**config.mk**
```make
export PLATFORM = sky130hd
export DESIGN_NAME = mdu_sequencer
export DESIGN_NICKNAME = d
export VERILOG_FILES = /design/src/rtl/mdu_sequencer.sv
export SDC_FILE = /design/constraint.sdc
export NUM_CORES = 1
export LEC_CHECK = 0
export BUFFER_PORTS_ARGS = -buffer_cell sky130_fd_sc_hd__buf_2
export CAP_MARGIN = 30
export CORE_UTILIZATION = 30
export CTS_CLUSTER_DIAMETER = 50
export DETAILED_ROUTE_END_ITERATION = 12
export PLACE_DENSITY = 0.56
export SLEW_MARGIN = 25
export SYNTH_ARGS = -nofsm -noshare
export SYNTH_HDL_FRONTEND = slang
export SYNTH_SLANG_ARGS = --single-unit
```
**constraint.sdc**
```tcl
create_clock -name clk -period 3.5 [get_ports clk]
set_input_delay 0.175 -clock clk [delete_from_list [all_inputs] [get_ports clk]]
set_output_delay 0.175 -clock clk [all_outputs]
set_load 0.005 [all_outputs]
```
**src/rtl/mdu_sequencer.sv**
```systemverilog
// Iterative RV32M multiply/divide sequencer: 32-step shift-add multiply
// or restoring divide on magnitudes, followed by a sign-fix cycle.
module mdu_sequencer #(
    parameter int XLEN = 32
) (
    input  logic            clk,
    input  logic            reset,
    input  logic            start,
    input  logic [2:0]      Funct3,
    input  logic [XLEN-1:0] SrcA,
    input  logic [XLEN-1:0] SrcB,
    output logic [XLEN-1:0] Result,
    output logic            busy,
    output logic            done
);

    localparam int CW = $clog2(XLEN);

    typedef enum logic [1:0] {IDLE, CALC, FIX, DONE} state_t;

    state_t              state_q;
    logic [CW-1:0]       cnt_q;
    logic [2:0]          op_q;
    logic [XLEN-1:0]     a_q, ma_q, mb_q;
    logic                sa_q, neg_q, dz_q, ov_q;
    logic [2*XLEN-1:0]   prod_q;
    logic [XLEN:0]       rem_q;
    logic [XLEN-1:0]     quo_q;
    logic [XLEN-1:0]     res_q;
    logic                busy_q, done_q;

    logic                accept;
    logic                a_sgn, b_sgn;
    logic                sa_d, sb_d, dz_d, ov_d;
    logic [XLEN-1:0]     ma_d, mb_d;
    logic [XLEN:0]       msum;
    logic [XLEN+1:0]     dshift, ddiff;
    logic [2*XLEN-1:0]   pfix;
    logic [XLEN-1:0]     qfix, rfix, res_d;

    assign accept = start && (state_q == IDLE || state_q == DONE);

    always_comb begin
        a_sgn = (Funct3 == 3'b001) || (Funct3 == 3'b010) ||
                (Funct3 == 3'b100) || (Funct3 == 3'b110);
        b_sgn = (Funct3 == 3'b001) || (Funct3 == 3'b100) ||
                (Funct3 == 3'b110);
        sa_d  = a_sgn & SrcA[XLEN-1];
        sb_d  = b_sgn & SrcB[XLEN-1];
        ma_d  = sa_d ? ('0 - SrcA) : SrcA;
        mb_d  = sb_d ? ('0 - SrcB) : SrcB;
        dz_d  = (SrcB == '0);
        // Only DIV/REM (Funct3[2]=1, Funct3[0]=0) can overflow
        ov_d  = Funct3[2] & ~Funct3[0] &
                (SrcA == {1'b1, {(XLEN-1){1'b0}}}) & (&SrcB);
    end

    always_comb begin
        msum   = {1'b0, prod_q[2*XLEN-1:XLEN]} +
                 (prod_q[0] ? {1'b0, ma_q} : '0);
        dshift = {rem_q, quo_q[XLEN-1]};
        ddiff  = dshift - {2'b00, mb_q};
        pfix   = neg_q ? ('0 - prod_q) : prod_q;
        qfix   = neg_q ? ('0 - quo_q) : quo_q;
        rfix   = sa_q ? ('0 - rem_q[XLEN-1:0]) : rem_q[XLEN-1:0];
        res_d  = '0;
        unique case (op_q)
            3'b000: res_d = pfix[XLEN-1:0];
            3'b001, 3'b010, 3'b011:
                res_d = pfix[2*XLEN-1:XLEN];
            3'b100, 3'b101:
                res_d = dz_q ? '1 :
                        ov_q ? {1'b1, {(XLEN-1){1'b0}}} : qfix;
            3'b110, 3'b111:
                res_d = dz_q ? a_q : ov_q ? '0 : rfix;
        endcase
    end

    always_ff @(posedge clk) begin
        if (reset) begin
            state_q <= IDLE;
            cnt_q   <= '0;
            op_q    <= '0;
            a_q     <= '0;
            ma_q    <= '0;
            mb_q    <= '0;
            sa_q    <= 1'b0;
            neg_q   <= 1'b0;
            dz_q    <= 1'b0;
            ov_q    <= 1'b0;
            prod_q  <= '0;
            rem_q   <= '0;
            quo_q   <= '0;
            res_q   <= '0;
            busy_q  <= 1'b0;
            done_q  <= 1'b0;
        end else begin
            done_q <= 1'b0;
            if (accept) begin
                state_q <= CALC;
                busy_q  <= 1'b1;
                cnt_q   <= '0;
                op_q    <= Funct3;
                a_q     <= SrcA;
                ma_q    <= ma_d;
                mb_q    <= mb_d;
                sa_q    <= sa_d;
                neg_q   <= sa_d ^ sb_d;
                dz_q    <= dz_d;
                ov_q    <= ov_d;
                prod_q  <= {{XLEN{1'b0}}, mb_d};
                rem_q   <= '0;
                quo_q   <= ma_d;
            end else begin
                unique case (state_q)
                    IDLE: ;
                    CALC: begin
                        cnt_q  <= cnt_q + 1'b1;
                        prod_q <= {msum, prod_q[XLEN-1:1]};
                        // Restore when the trial subtraction borrows
                        if (ddiff[XLEN+1]) begin
                            rem_q <= dshift[XLEN:0];
                            quo_q <= {quo_q[XLEN-2:0], 1'b0};
                        end else begin
                            rem_q <= ddiff[XLEN:0];
                            quo_q <= {quo_q[XLEN-2:0], 1'b1};
                        end
                        if (cnt_q == CW'(XLEN - 1))
                            state_q <= FIX;
                    end
                    FIX: begin
                        res_q   <= res_d;
                        busy_q  <= 1'b0;
                        done_q  <= 1'b1;
                        state_q <= DONE;
                    end
                    DONE: state_q <= IDLE;
                endcase
            end
        end
    end

    assign Result = res_q;
    assign busy   = busy_q;
    assign done   = done_q;

endmodule

```
Yosys cells after proc, flatten, opt, wreduce, memory -nomap -nowiden

Cells that the tools add are included.
Widths: inputs -> output; s select.

Bits in latches: 0
Memories: 0
Bits in writable memories: 0
Input bits: 70
ROM bits: 0
Register bits after elaboration: 273
Word-level logic and storage cells: 97

Muxes and demuxes: 23
Order comparisons: 0
Equal/unequal tests: 18
Div/mod/pow operators: 0
Reductions and logical operators: 22
Shifts and indexed selects: 0
Multiply operators: 0
Add/subtract/negate cells: 8
Bitwise gates (word level): 8

Operators with widths:

| cell                  | number |
|---|---|
| $mux 32               | 13 |
| $pmux 32 s4           | 1 |
| $sub 1x32->32 const A | 4 |
| $mux 64               | 1 |
| $sub 1x64->64 const A | 1 |
| $sub 34x32->34        | 1 |
| $add 32x32->33        | 1 |
| $mux 33               | 1 |
| $eq 32x32->1 const B  | 1 |
| $logic_not 32->1      | 1 |
| $reduce_and 32->1     | 1 |
| $eq 3x3->1 const B    | 6 |
| $eq 3x2->1 const B    | 3 |
| $eq 3x1->1 const B    | 2 |
| $logic_or 1x1->1      | 6 |
| $pmux 2 s3            | 1 |
| $reduce_and 2->1      | 3 |
| $reduce_or 2->1       | 3 |
| $add 5x1->5 const B   | 1 |
| $and 1x1->1           | 5 |
| $eq 5x5->1 const B    | 1 |
| $mux 1                | 5 |
| $eq 2x2->1 const B    | 2 |
| $reduce_bool 2->1     | 2 |
| 12 further kinds      | 13 |

Logic depth before layout (Yosys ltp)

Gate-level depths: netlist (run 1).

Depth after elaboration: 7
Depth in mapped cells: 13
Gate-level depth less buffers: 12

Worst setup path before layout (run 1)

OpenSTA, ideal clock, no wires.

Kind: reg2reg
Start point: register rem_q[7]
End point: register rem_q[31]
Setup slack: 496 ps
Cell stages (with the launch flop): 13
Buffers on the path: 2
Setup time: 92 ps
Clock period less this slack: 3004 ps
Arrival time: 2912 ps
Path through: dfxtp_1 > ha_1 > buf_2 > a21o_1 > a2111oi_0 > or3_1 > o32a_1 > a21oi_2 > a21oi_2 > xnor2_4 > buf_4 > nand3_1 > o32ai_1

Cells in the longest elaborated chain, start to end: 2

RTL lines:

| item                   | line | text |
|---|---|---|
| from (decl)            | 27   | `logic [XLEN:0] rem_q;` |
| from (signal assigned) | 122  | `rem_q <= dshift[XLEN:0];` |
| from (signal assigned) | 125  | `rem_q <= ddiff[XLEN:0];` |
| $sub 34x32->34         | 62   | `ddiff = dshift - {2'b00, mb_q};` |
| $mux 33                | 121  | `if (ddiff[XLEN+1]) begin` |

Every way passes these cells.
A chain may end at the register's enable or synchronous reset.

Worst setup path in the final report (run 1)

Start point: register prod_q[16]
End point: register res_q[28], in the netlist Result[28]

Cells in the longest elaborated chain, start to end: 3

RTL lines:

| item                   | line | text |
|---|---|---|
| from (decl)            | 26   | `logic [2*XLEN-1:0] prod_q;` |
| from (signal assigned) | 111  | `prod_q <= {{XLEN{1'b0}}, mb_d};` |
| from (signal assigned) | 119  | `prod_q <= {msum, prod_q[XLEN-1:1]};` |
| $sub 1x64->64          | 63   | `pfix = neg_q ? ('0 - prod_q) : prod_q;` |
| $mux 64                | 63   |  |
| $pmux 32 s4            | 67   | `unique case (op_q)` |
| to (signal assigned)   | 132  | `res_q <= res_d;` |
| to (decl)              | 29   | `logic [XLEN-1:0] res_q;` |

Every way passes these cells.

==> run summary, run 1 <==
The flow ran to the end, and the final reports show no timing, DRC or antenna violations. The stage delay of the slowest cell on the critical path is 590 ps. The worst-case vdd ir drop came out at 357.8 uV. STA classifies the critical path endpoint as a flip-flop. In this design, the critical path's most frequently occurring cell is or3_4. TritonCTS built the clock tree. The share of layout cells above drive strength 1 came out at 0.1267. The first-pass GRT wire length came out at 105100 um.

The max-slew violation count is 0. The wire length after detailed routing came out at 69510 um. After clock tree synthesis, the clock-pin slew on the worst setup and hold paths is 60 ps. The cell area after synthesis is 18740 um^2.

The H-tree depth is 2. The share of the synthesized area in compound gates (AO/OA/AOI/OAI) came out at 0.2608. Entering global routing, the biggest net connects 116 pins.

The die is 251.9 um wide. The critical path data arrival time came out at 3780 ps. The register-to-register setup slack is 140 ps.

The number of routed nets with antenna violations is 0. The full die area is 63470 um^2. The most used flip-flop cell after synthesis is dfxtp_1.

The flip-flop and latch count after synthesis is 272. During placement, the flow inserted port buffers numbering 103. Following the worst setup path forward leads to its endpoint at Result[28]. In the layout the commonest cells are dfxtp_1, a21oi_1, nand2_1. After synthesis, the share of flip-flops with an asynchronous set or reset is 0.

The adder and majority gate portion of the synthesized area is 0.05288. In this run the critical register-to-register path is captured at Result[28]. For this design the static power due to leakage is 8.706 nW. The critical path goes through or4_4 -> nor4_4 -> nand4_2 -> or3_4 -> or3_4 -> o21ai_2 -> xnor2_1 -> a221oi_1 -> nor3_1.

The number of filler cells placed in the layout came out at 6458. The worst setup path is of the flip-flop to flip-flop kind. The vias after detailed routing is 18560.

The final weighted congestion in routability-driven placement came out at 0.9492. The number of global-route vias before repair is 17520. The number of sinks driven by the clock tree is 272.

Of the total synthesized cell area, the portion taken by AND, OR, NAND and NOR gates is 0.1851. The number of antenna violations at the first check in global routing is 1. Subtracting the final worst setup slack from the clock period gives 3363 ps. The final layout contains 2649 nets. The count of cells along the worst register-to-register path came out at 9.

Setup violations remaining at the end of the flow were counted as 0. Measured against its own limit, the worst slew margin works out to 0.2979. The number of buffers inserted by post-CTS setup repair came out at 0. The TritonCTS buffer count is 41. After synthesis, the cell types taking the most area are dfxtp_1, xnor2_1, a21oi_1. The timing startpoint of the critical path is prod_q[16].

The number of buffer and inverter instances along the worst setup path is 0. Prior to clock tree synthesis, the placed netlist has a worst setup slack of 36.52 ps. The number of nets produced by synthesis came out at 2518. Compared with the post-synthesis result, the final layout area differs by 19.70%. The maximum net fanout on the critical path came out at 7. The number of buffers on the longest clock path is 3. The number of cells after detailed placement came out at 3257. The total grt overflow is 0.

The number of non-filler instances in the completed layout came out at 3372. Of the available clock period, the critical path in the final layout requires 0.9609. The XOR/XNOR share of the synthesized area is 0.1080. The via count normalized by instance count is 5.505. STA classifies the critical path startpoint as a flip-flop. The die boundary height came out at 251.9 um. The required time of the critical path came out at 3920 ps. The clock tree root buffer cell is clkbuf_16. The top-level I/O count came out at 104. The cell type group with the largest total delay on the critical path is simple AND/OR/NAND/NOR gates. The remaining routing DRC violations is 0. The post-layout utilization of the core is 0.3635.

The core region is 61710 um^2. The multiplexer fraction of the synthesized cell area is 0.05795. The multi-input combinational cell area came out at 12520 um^2.

After synthesis, the mean cell area works out to 7.907 um^2. The count of routing violations after the opening detailed-route iteration came out at 1545. The ratio of total power to cell area is 711.8 nW/um^2. By area, the combinational part of the netlist is dominated by compound AO/OA/AOI/OAI gates.

Max-cap violations in this run came to 0. The yosys synthesis warning count is 0. The accumulated negative setup slack is 0 ps.

Across all setup checks in the final design, the least slack found is 136.7 ps. In the global route stage, overall resource usage came out at 0.2133. The critical path depth is 9. The actual transition at the worst max-transition pin came out at 1046 ps.

Of the post-synthesis cell area, the dominant cell type holds 0.2906. After legalization and detailed placement, the total HPWL measured 52380 um. The sequential standard cell area came out at 5448 um^2.

The number of endpoints with negative hold slack in the final report is 0. The clock skew after layout came out at 24.41 ps. The count of unique library cells instantiated by Yosys came out at 83. The number of detailed-routing iterations run before antenna repair is 6.

Among all stages on the critical path, the largest delay is contributed by or4_4. The tightest min-delay check is of the input pin to flip-flop type. The library cell used most frequently in the layout, excluding fill and tap cells, is dfxtp_1. The startpoint identified for the worst register-to-register timing path is prod_q[16]. Static timing analysis puts the maximum clock frequency at 0.2973 GHz. The floorplan row count is 91. The insertion delay of the later-clocked pin in the worst-skew pair came out at 570 ps. After detailed routing, the average wire length per cell comes to 20.61 um.

The sequential element share of the synthesized area is 0.2906. For this configuration, the core starts out at a cell density of 0.3037. The post-route total power is 15.97 mW. Setup repair after global routing left no endpoint under its margin. The gate count of the mapped netlist is 2370. The count of flip-flops with a built-in enable after synthesis is 0. The biggest area contributor in the post-synthesis netlist is dfxtp_1.
-- cells in the mapped netlist (all sizes together) (44+ instances only) --
| library cell | instances |
|---|---|
| inv | 73 |
| a21oi | 219 |
| nand2 | 210 |
| a211oi | 57 |
| xor2 | 102 |
| xnor2 | 127 |
| ha | 76 |
| dfxtp | 272 |
| a21boi | 68 |
| nor2 | 170 |
| mux2i | 104 |
| nand3 | 44 |
| clkbuf | 126 |
| nor3 | 68 |
| o21ai | 168 |
-- registers in the layout, indices dropped and copies added (netlist names) --
register / count
Result: 32
a_q: 32
busy: 1
cnt_q: 5
done: 1
dz_q: 1
ma_q: 31
mb_q: 32
neg_q: 1
op_q: 3
ov_q: 1
prod_q: 64
quo_q: 32
rem_q: 33
sa_q: 1
state_q: 2
-- worst register-to-register path, stage by stage, from the launching register on --
cell	delay, ps
dfxtp_1	360
or4_4	590
nor4_4	290
nand4_2	320
or3_4	520
or3_4	360
o21ai_2	130
xnor2_1	100
a221oi_1	450
nor3_1	100
-- layer usage --
layer  wire length, um  up-vias  GRT usage
met4              2685        2    0.08433
li1                  -     8888          -
met2             31060      612     0.3460
met3              3861      145    0.02538
met5                13        -          0
met1             31890     8915     0.2868
-- area by class of cell --
cell class                 count  share of cell area
tap                          837             0.04668
timing repair buffer         233             0.07385
multi-input combinational   1878              0.5581
inverter                      75             0.01255
antenna                        1           0.0001116
clock buffer                  51             0.05064
clock inverter                25             0.01517
sequential                   272              0.2428
-- kinds of logic after synthesis --
kind of cell	Yosys count
buffers and inverters	220
xor gates and xnor gates	229
DFF	272
muxes	107
AOI/OAI and AO/OA	765
and+or+nand+nor	699
adders and majority gates	78
-- stage by stage --
step	instance area, um^2	hold WS, ps
after floorplan	18740	311.0
after global placement	20520	410.9
after detailed placement	20550	411.3
after CTS	22390	7.026
after global routing	22430	49.33
final	22430	48.76
-- where the power goes --
group	switching (mW)	leakage (nW)	internal (mW)
sequential	0.677	2.23	3.68
clock	1.61	0.709	2.84
combinational	4.24	5.76	2.91
-- how the worst min path moves through the flow --
stage	startpoint	to	slack, ps	cells after the start
2_1_floorplan	SrcA[15]	a_q[15]	310	2
3_3_place_gp	reset	busy	410	2
3_5_place_dp	reset	busy	410	2
4_1_cts	SrcB[31]	prod_q[31]	7	3
5_1_grt	SrcB[31]	prod_q[31]	50	3
6_report	SrcB[31]	prod_q[31]	50	3
-- what timing repair did --
action,CTS,global route
resized for setup,0,8
endpoints found under the setup margin,0,5
hold buffers,37,0
endpoints found under the hold margin,46,0
(Power assumes the default switching activity.)
==> run 2: changes to the inputs <==
CTS_CLUSTER_SIZE = 12   (was unset)
PLACE_DENSITY = unset   (was 0.56)
==> run 2 against run 1 <==
Against the previous run: register-to-register slack about the same; clock-buffer cell count decreased by 4; sequential power decreased by 2%; critical path type unchanged; critical path depth unchanged; largest cell class unchanged; cell count increased by 0.36%; clock power decreased by 5.2%; routed wire length decreased by 1.8%; global-route usage decreased by 0.17 points.
==> run summary, run 2 (synthesis gave the netlist of run 1 again) <==
The met1 track demand over resource in global routing came to 0.3029 (+0.01606). The actual transition at the worst max-transition pin is 991.8 ps (-54.32 ps). The share of layout cells above drive strength 1 came out at 0.1320 (+0.005295). The worst register-to-register path ends at Result[27]. The type of element capturing the critical path is a flip-flop. The flip-flop count of the largest register after layout is 64 (unchanged). The worst slack on hold paths came out at 63.47 ps (+14.70 ps).

The die boundary height is 251.9 um (unchanged). The register-to-register setup slack came out at 130 ps (about the same). The worst-case vdd ir drop came out at 448.1 uV (+25%).

The time the worst path needs with I/O delays and setup was 3375 ps (+11.42 ps). The H-tree depth came to 2 (unchanged). In this run the most used layer during global routing was met2. The initial standard-cell utilization of the core is 0.3037 (unchanged).

The overall die width is 251.9 um (unchanged). The library cells used most frequently in the layout, excluding fill and tap cells, are dfxtp_1, a21oi_1, nand2_1. The final weighted congestion in routability-driven placement was 0.9413 (-0.83%).

The area overhead of the layout relative to synthesis came out at 19.94%. The global-route met3 utilization is 0.03157 (+0.006190). The stage delay of the slowest cell on the critical path is 670 ps (+80 ps).

The required time of the critical path is 3900 ps (-20 ps). The worst setup path is of the flip-flop to flip-flop kind. The core box area came out at 61710 um^2 (unchanged). The maximum net fanout on the critical path came out at 6 (-1). The critical path data arrival time came out at 3780 ps (about the same). The run finished with clean final reports. Walking the worst path, the cells encountered are or4_4 -> nor4_4 -> nand3_1 -> or4_1 -> nand2_1 -> o21ai_0 -> a2111oi_1 -> buf_4 -> nor3_1.

The max-slew violation count is 0 (unchanged). The vias after detailed routing was 18570 (+0.043%). The count of routing violations after the opening detailed-route iteration is 1830 (+18%). The static leakage power came out at 8.763 nW (+0.66%).

The worst hold path begins at SrcB[10]. The insertion delay of the later-clocked pin in the worst-skew pair was 570 ps (about the same). The number of detailed-routing iterations run before antenna repair is 6 (unchanged). The number of port buffers came to 103 (unchanged).

For hold timing, the worst endpoint is mb_q[10]. The via count normalized by instance count came out at 5.488 (-0.31%). The floorplan row count was 91 (unchanged).

The pin count of the biggest net entering global routing is 116 (unchanged). The total placed instance area is 20690 um^2 (+0.72%). The global router's overall resource usage is 0.2116 (-0.001683). The number of max-cap violations came out at 0 (unchanged).

Among all stages on the critical path, the largest delay is contributed by or4_1. The number of global-route vias before repair came out at 17050 (-2.7%). The wire length after detailed routing is 68280 um (-1.8%).

The clock skew after layout came to 24.34 ps (-0.07310 ps). The TritonCTS buffer count came out at 39 (-4.9%). The highest clock frequency the design can meet is 0.2963 GHz (-0.34%). The worst slew margin relative to its limit came out at 0.3388 (+0.04089).

The launch instance of the worst register-to-register path is prod_q[17]. The ratio of total power to cell area is 709.2 nW/um^2 (-0.36%). The count of cells along the worst register-to-register path is 9 (unchanged).

The routing usage on met2 is 0.3192 (-0.02684). The full die area came out at 63470 um^2 (unchanged). The final worst-path cycle share was 0.9642 (+0.003262).

The library cell used most frequently in the layout, excluding fill and tap cells, is dfxtp_1. The number of setup violations in the final report is 0 (unchanged). The number of antenna violations at the first check in global routing is 0 (-1). The final net count is 2667 (+0.68%). The first-pass GRT wire length came to 104100 um (-0.97%). The top-level I/O count came out at 104 (unchanged). The accumulated negative setup slack is 0 ps (unchanged).

The worst setup path is launched from a flip-flop. The number of instances on the worst hold path is 3 (unchanged). The largest registers in the layout are prod_q (64), rem_q (33).

The clock tree root buffer cell is clkbuf_16. The total grt overflow came to 0 (unchanged). The CTS clock-pin slew for the worst setup and hold paths came out at 60 ps (about the same). The half-perimeter wire length after detailed placement was 51420 um (-1.8%).

The number of buffers on the longest clock path came out at 3 (unchanged). The remaining routing DRC violations came out at 0 (unchanged). The number of sinks driven by the clock tree is 272 (unchanged). The number of routed nets with antenna violations came to 0 (unchanged).

Setup repair after global routing left no endpoint under its margin. The number of filler cells placed in the layout is 6525 (+1.0%). Ranked by flip-flop count, first place goes to prod_q. The average detailed-routed wire length per instance came out at 20.18 um (-2.1%). The post-layout instance area is 22480 um^2 (+0.20%). In this run the worst hold path is classified as input pin to flip-flop.

The number of endpoints with negative hold slack in the final report is 0 (unchanged). The clock tree from TritonCTS is built.
run 2: worst max path at each step:
stage               startpoint          to  slack, ps  cells past startpoint
CTS                   mb_q[10]    rem_q[4]         20                     12
floorplan             rem_q[7]   rem_q[31]        500                     12
global route        prod_q[17]  Result[27]         20                      9
finish              prod_q[17]  Result[27]        130                      9
global placement       mb_q[9]   rem_q[15]         60                     12
detailed placement    mb_q[10]    rem_q[4]         40                     12
run 2: critical path: cells and delay by family (launching register included):
family          cells  cell delay (ps)
simple gates        6             2070
compound gates      2              580
flops               1              370
buf+inv             1              190
run 2: area by class of cell:
type                            instances  area [um^2]  share of cell area
Multi-Input combinational cell       1878        12520              0.5569
Sequential cell                       272         5446              0.2423
Timing Repair Buffer                  253         1819             0.08093
Clock buffer                           47         1089             0.04843
Tap cell                              837         1047             0.04659
Inverter                               75        281.5             0.01252
Clock inverter                         21        275.3             0.01225
Antenna cell                            1        2.502           0.0001113
run 2: routing by layer:
layer | vias up | part of all wire
met5 | - | 0
met4 | 0 | 0.033
met3 | 117 | 0.069
met2 | 748 | 0.43
met1 | 8782 | 0.47
li1 | 8923 | -
run 2: where the power goes:
group	switching, mW	leakage, nW	internal (mW)	total [mW]
combinational	4.33	5.87	3.09	7.42
sequential	0.608	2.23	3.68	4.29
clock	1.62	0.661	2.60	4.23
run 2: stage by stage:
stage | total power, mW | instances | utilization | worst slack, ps
2_1_floorplan | 9.150 | 2370 | - | 495.9
3_3_place_gp | 11.43 | 3275 | 0.3353 | 60.16
3_5_place_dp | 11.44 | 3275 | 0.3353 | 38.46
4_1_cts | 15.71 | 3378 | 0.3631 | 17.70
5_1_grt | 16.81 | 3383 | 0.3642 | 18.54
6_report | 15.94 | 3384 | 0.3642 | 125.3
run 2: what timing repair did:
item                                    4_1_cts  5_1_grt
setup buffers                                 0        5
hold buffers                                 35        0
gates resized for setup                       0        5
endpoints found under the setup margin        0       31
hold endpoints to repair                     36        0
==> run 3: changes to the inputs <==
CORE_UTILIZATION = 45   (was 30)
==> run 3 against run 2 <==
Against the previous run: die area decreased by 33%; global-route usage increased by 11 points; clock power decreased by 2%; total power shrank 1.6%; critical path depth decreased by 2; cell count shrank 9.4%; utilization grew 17 points; via count increased by 0.16%; final area down 2.2%; sequential power hardly changed; largest power group unchanged.
==> run summary, run 3 (synthesis gave the netlist of run 1 again) <==
In the final layout, the registers with the most flip-flops are prod_q (64), rem_q (33). In the layout the commonest cells are dfxtp_1, a21oi_1, nand2_1. The core box area is 40920 um^2 (-34%). The global router's overall resource usage came to 0.3188 (+0.1072). The time the worst path needs with I/O delays and setup came to 3421 ps (+46.62 ps). The worst hold path belongs to the class input pin to flip-flop. The via count normalized by instance count is 6.064 (+11%). The actual transition at the worst max-transition pin was 1001 ps (+9.613 ps). The number of sinks driven by the clock tree was 272 (unchanged).

The diode insertion count for antenna repair is 0 (-1). The clock skew after layout is 29.09 ps (+4.750 ps). The pin count of the biggest net entering global routing is 164 (+41%).

The vias after detailed routing came out at 18600 (+0.16%). The final net count is 2652 (-0.56%). The count of routing violations after the opening detailed-route iteration is 1497 (-18%). The final weighted congestion in routability-driven placement is 0.9782 (+3.9%). The post-layout instance area is 21980 um^2 (-2.2%). The wire length after detailed routing is 67650 um (-0.93%). The number of setup violations in the final report came out at 0 (unchanged).

The static leakage power is 8.672 nW (-1.0%). The flip-flop count of the largest register after layout came out at 64 (unchanged). Setup repair after global routing left no endpoint under its margin.

Relative to the synthesized area, the layout overhead comes to 17.27%. The signal on the critical path passes through nor3_1 -> nand4_2 -> or3_4 -> o41ai_1 -> xnor2_1 -> a221oi_1 -> nor3_1. The most frequent cell on the critical path is nor3_1. In this run the clock root is driven by a clkbuf_16.

The final worst-path cycle share is 0.9775 (+0.01332). The highest clock frequency the design can meet was 0.2923 GHz (-1.4%). The type of element capturing the critical path is a flip-flop. The number of antenna violations at the first check in global routing came out at 1 (+1). The top-level I/O count came out at 104 (unchanged). The run finished with clean final reports.

The first-pass GRT wire length came out at 103500 um (-0.65%). The timing startpoint of the critical path is prod_q[23]. The critical path data arrival time came out at 3840 ps (+60 ps). In this run the most critical hold path is launched from start. The leading cell type in the layout, fill and taps excluded is dfxtp_1. The maximum net fanout on the critical path was 6 (unchanged). The number of buffers inserted by post-CTS setup repair came to 0 (unchanged).

The TritonCTS buffer count came out at 40 (+2.6%). The stage delay of the slowest cell on the critical path came out at 840 ps (+170 ps). The number of detailed-routing iterations run before antenna repair is 5 (-1). The worst setup path is launched from a flip-flop. The initial standard-cell utilization of the core came out at 0.4579 (+0.1543). The half-perimeter wire length after detailed placement is 49540 um (-3.6%). The H-tree depth was 2 (unchanged).

The number of global-route vias before repair came out at 17520 (+2.8%). The post-layout utilization of the core came out at 0.5370 (+0.1728). The accumulated negative setup slack is 0 ps (unchanged).

The worst slew margin relative to its limit is 0.3273 (-0.01154). The floorplan row count is 74 (-19%). The max-slew violation count was 0 (unchanged). The overall die width came out at 206.1 um (-18%). The worst setup margin is 78.70 ps (-46.62 ps). The average detailed-routed wire length per instance came out at 22.06 um (+9.3%). The worst slack after detailed placement came out at 3.800 ps (-34.66 ps). The share of layout cells above drive strength 1 is 0.1278 (-0.004161).

The ratio of total power to cell area is 713.4 nW/um^2 (+0.60%). The required time of the critical path is 3910 ps (about the same). The insertion delay of the later-clocked pin in the worst-skew pair is 580 ps (about the same).

The full die area is 42460 um^2 (-33%). The number of buffers on the longest clock path is 3 (unchanged). The remaining routing DRC violations came to 0 (unchanged). The number of max-cap violations is 0 (unchanged). The critical path class is flip-flop to flip-flop. The number of endpoints with negative hold slack in the final report is 0 (unchanged). The cell with the largest stage delay on the worst path is nor3_1. The number of port buffers came out at 103 (unchanged). More flip-flops sit in one register than any other, and that register is prod_q. The number of routed nets with antenna violations came to 0 (unchanged). The CTS clock-pin slew for the worst setup and hold paths came out at 60 ps (about the same). The die boundary height came out at 206.1 um (-18%).

The startpoint identified for the worst register-to-register timing path is prod_q[23]. The worst-case vdd ir drop came to 616.6 uV (+38%). The post-route total power is 15.68 mW (-1.6%). The total grt overflow is 0 (unchanged). The total placed instance area came out at 20230 um^2 (-2.2%). TritonCTS built the clock tree.
run 3: cell types whose count changed in the layout (fill, tap and decap cells not counted), sizes merged, moves of 2 or more:
cell,before,now
buf,218,201
bufinv,5,3
clkinvlp,4,6
inv,77,83
run 3: path summary, 6_finish.rpt:
check,to,cells after the start,slack (ps)
worst min register to register,ma_q[30],2,450
worst max register to register,Result[22],7,80
worst min-delay path,mb_q[27],3,10
worst max-delay path,Result[22],7,80
run 3: repair_timing:
action,4_1_cts,5_1_grt
pin swaps,0,1
setup endpoints to repair,2,18
gates resized for setup,1,9
endpoints found under the hold margin,39,0
hold buffers,36,0
run 3: critical path, delay by kind of cell (launching register included):
family	cells	cell delay, ps
simple gates	4	1920
flops	1	380
xor+xnor	1	120
compound gates	2	850
run 3: layout make-up:
cell class                      count  area [um^2]
Fill cell                        3919        18950
Clock inverter                     27        272.8
Inverter                           75        281.5
Timing Repair Buffer              237         1702
Clock buffer                       46         1075
Tap cell                          532        665.6
Multi-Input combinational cell   1878        12530
Sequential cell                   272         5448
run 3: metal layers:
layer | vias to the layer above | wire length, um | part of all wire | track usage
met1 | 8857 | 29670 | 0.44 | 0.4206
met3 | 149 | 4358 | 0.064 | 0.04447
met4 | 0 | 3107 | 0.046 | 0.1513
li1 | 8885 | - | - | -
met5 | - | 0 | 0 | 0
met2 | 708 | 30510 | 0.45 | 0.5107
run 3: power breakdown:
| group | switching [mW] | internal, mW | leakage (nW) |
|---|---|---|---|
| sequential | 0.613 | 3.68 | 2.23 |
| combinational | 4.31 | 2.94 | 5.79 |
| clock | 1.67 | 2.47 | 0.651 |
| total | 6.59 | 9.09 | 8.67 |
run 3: stage by stage:
stage	instances	hold slack, ps
global route	3067	27.86
global placement	2958	432.8
detailed placement	2958	435.3
finish	3067	11.06
CTS	3067	3.205
floorplan	2370	311.0
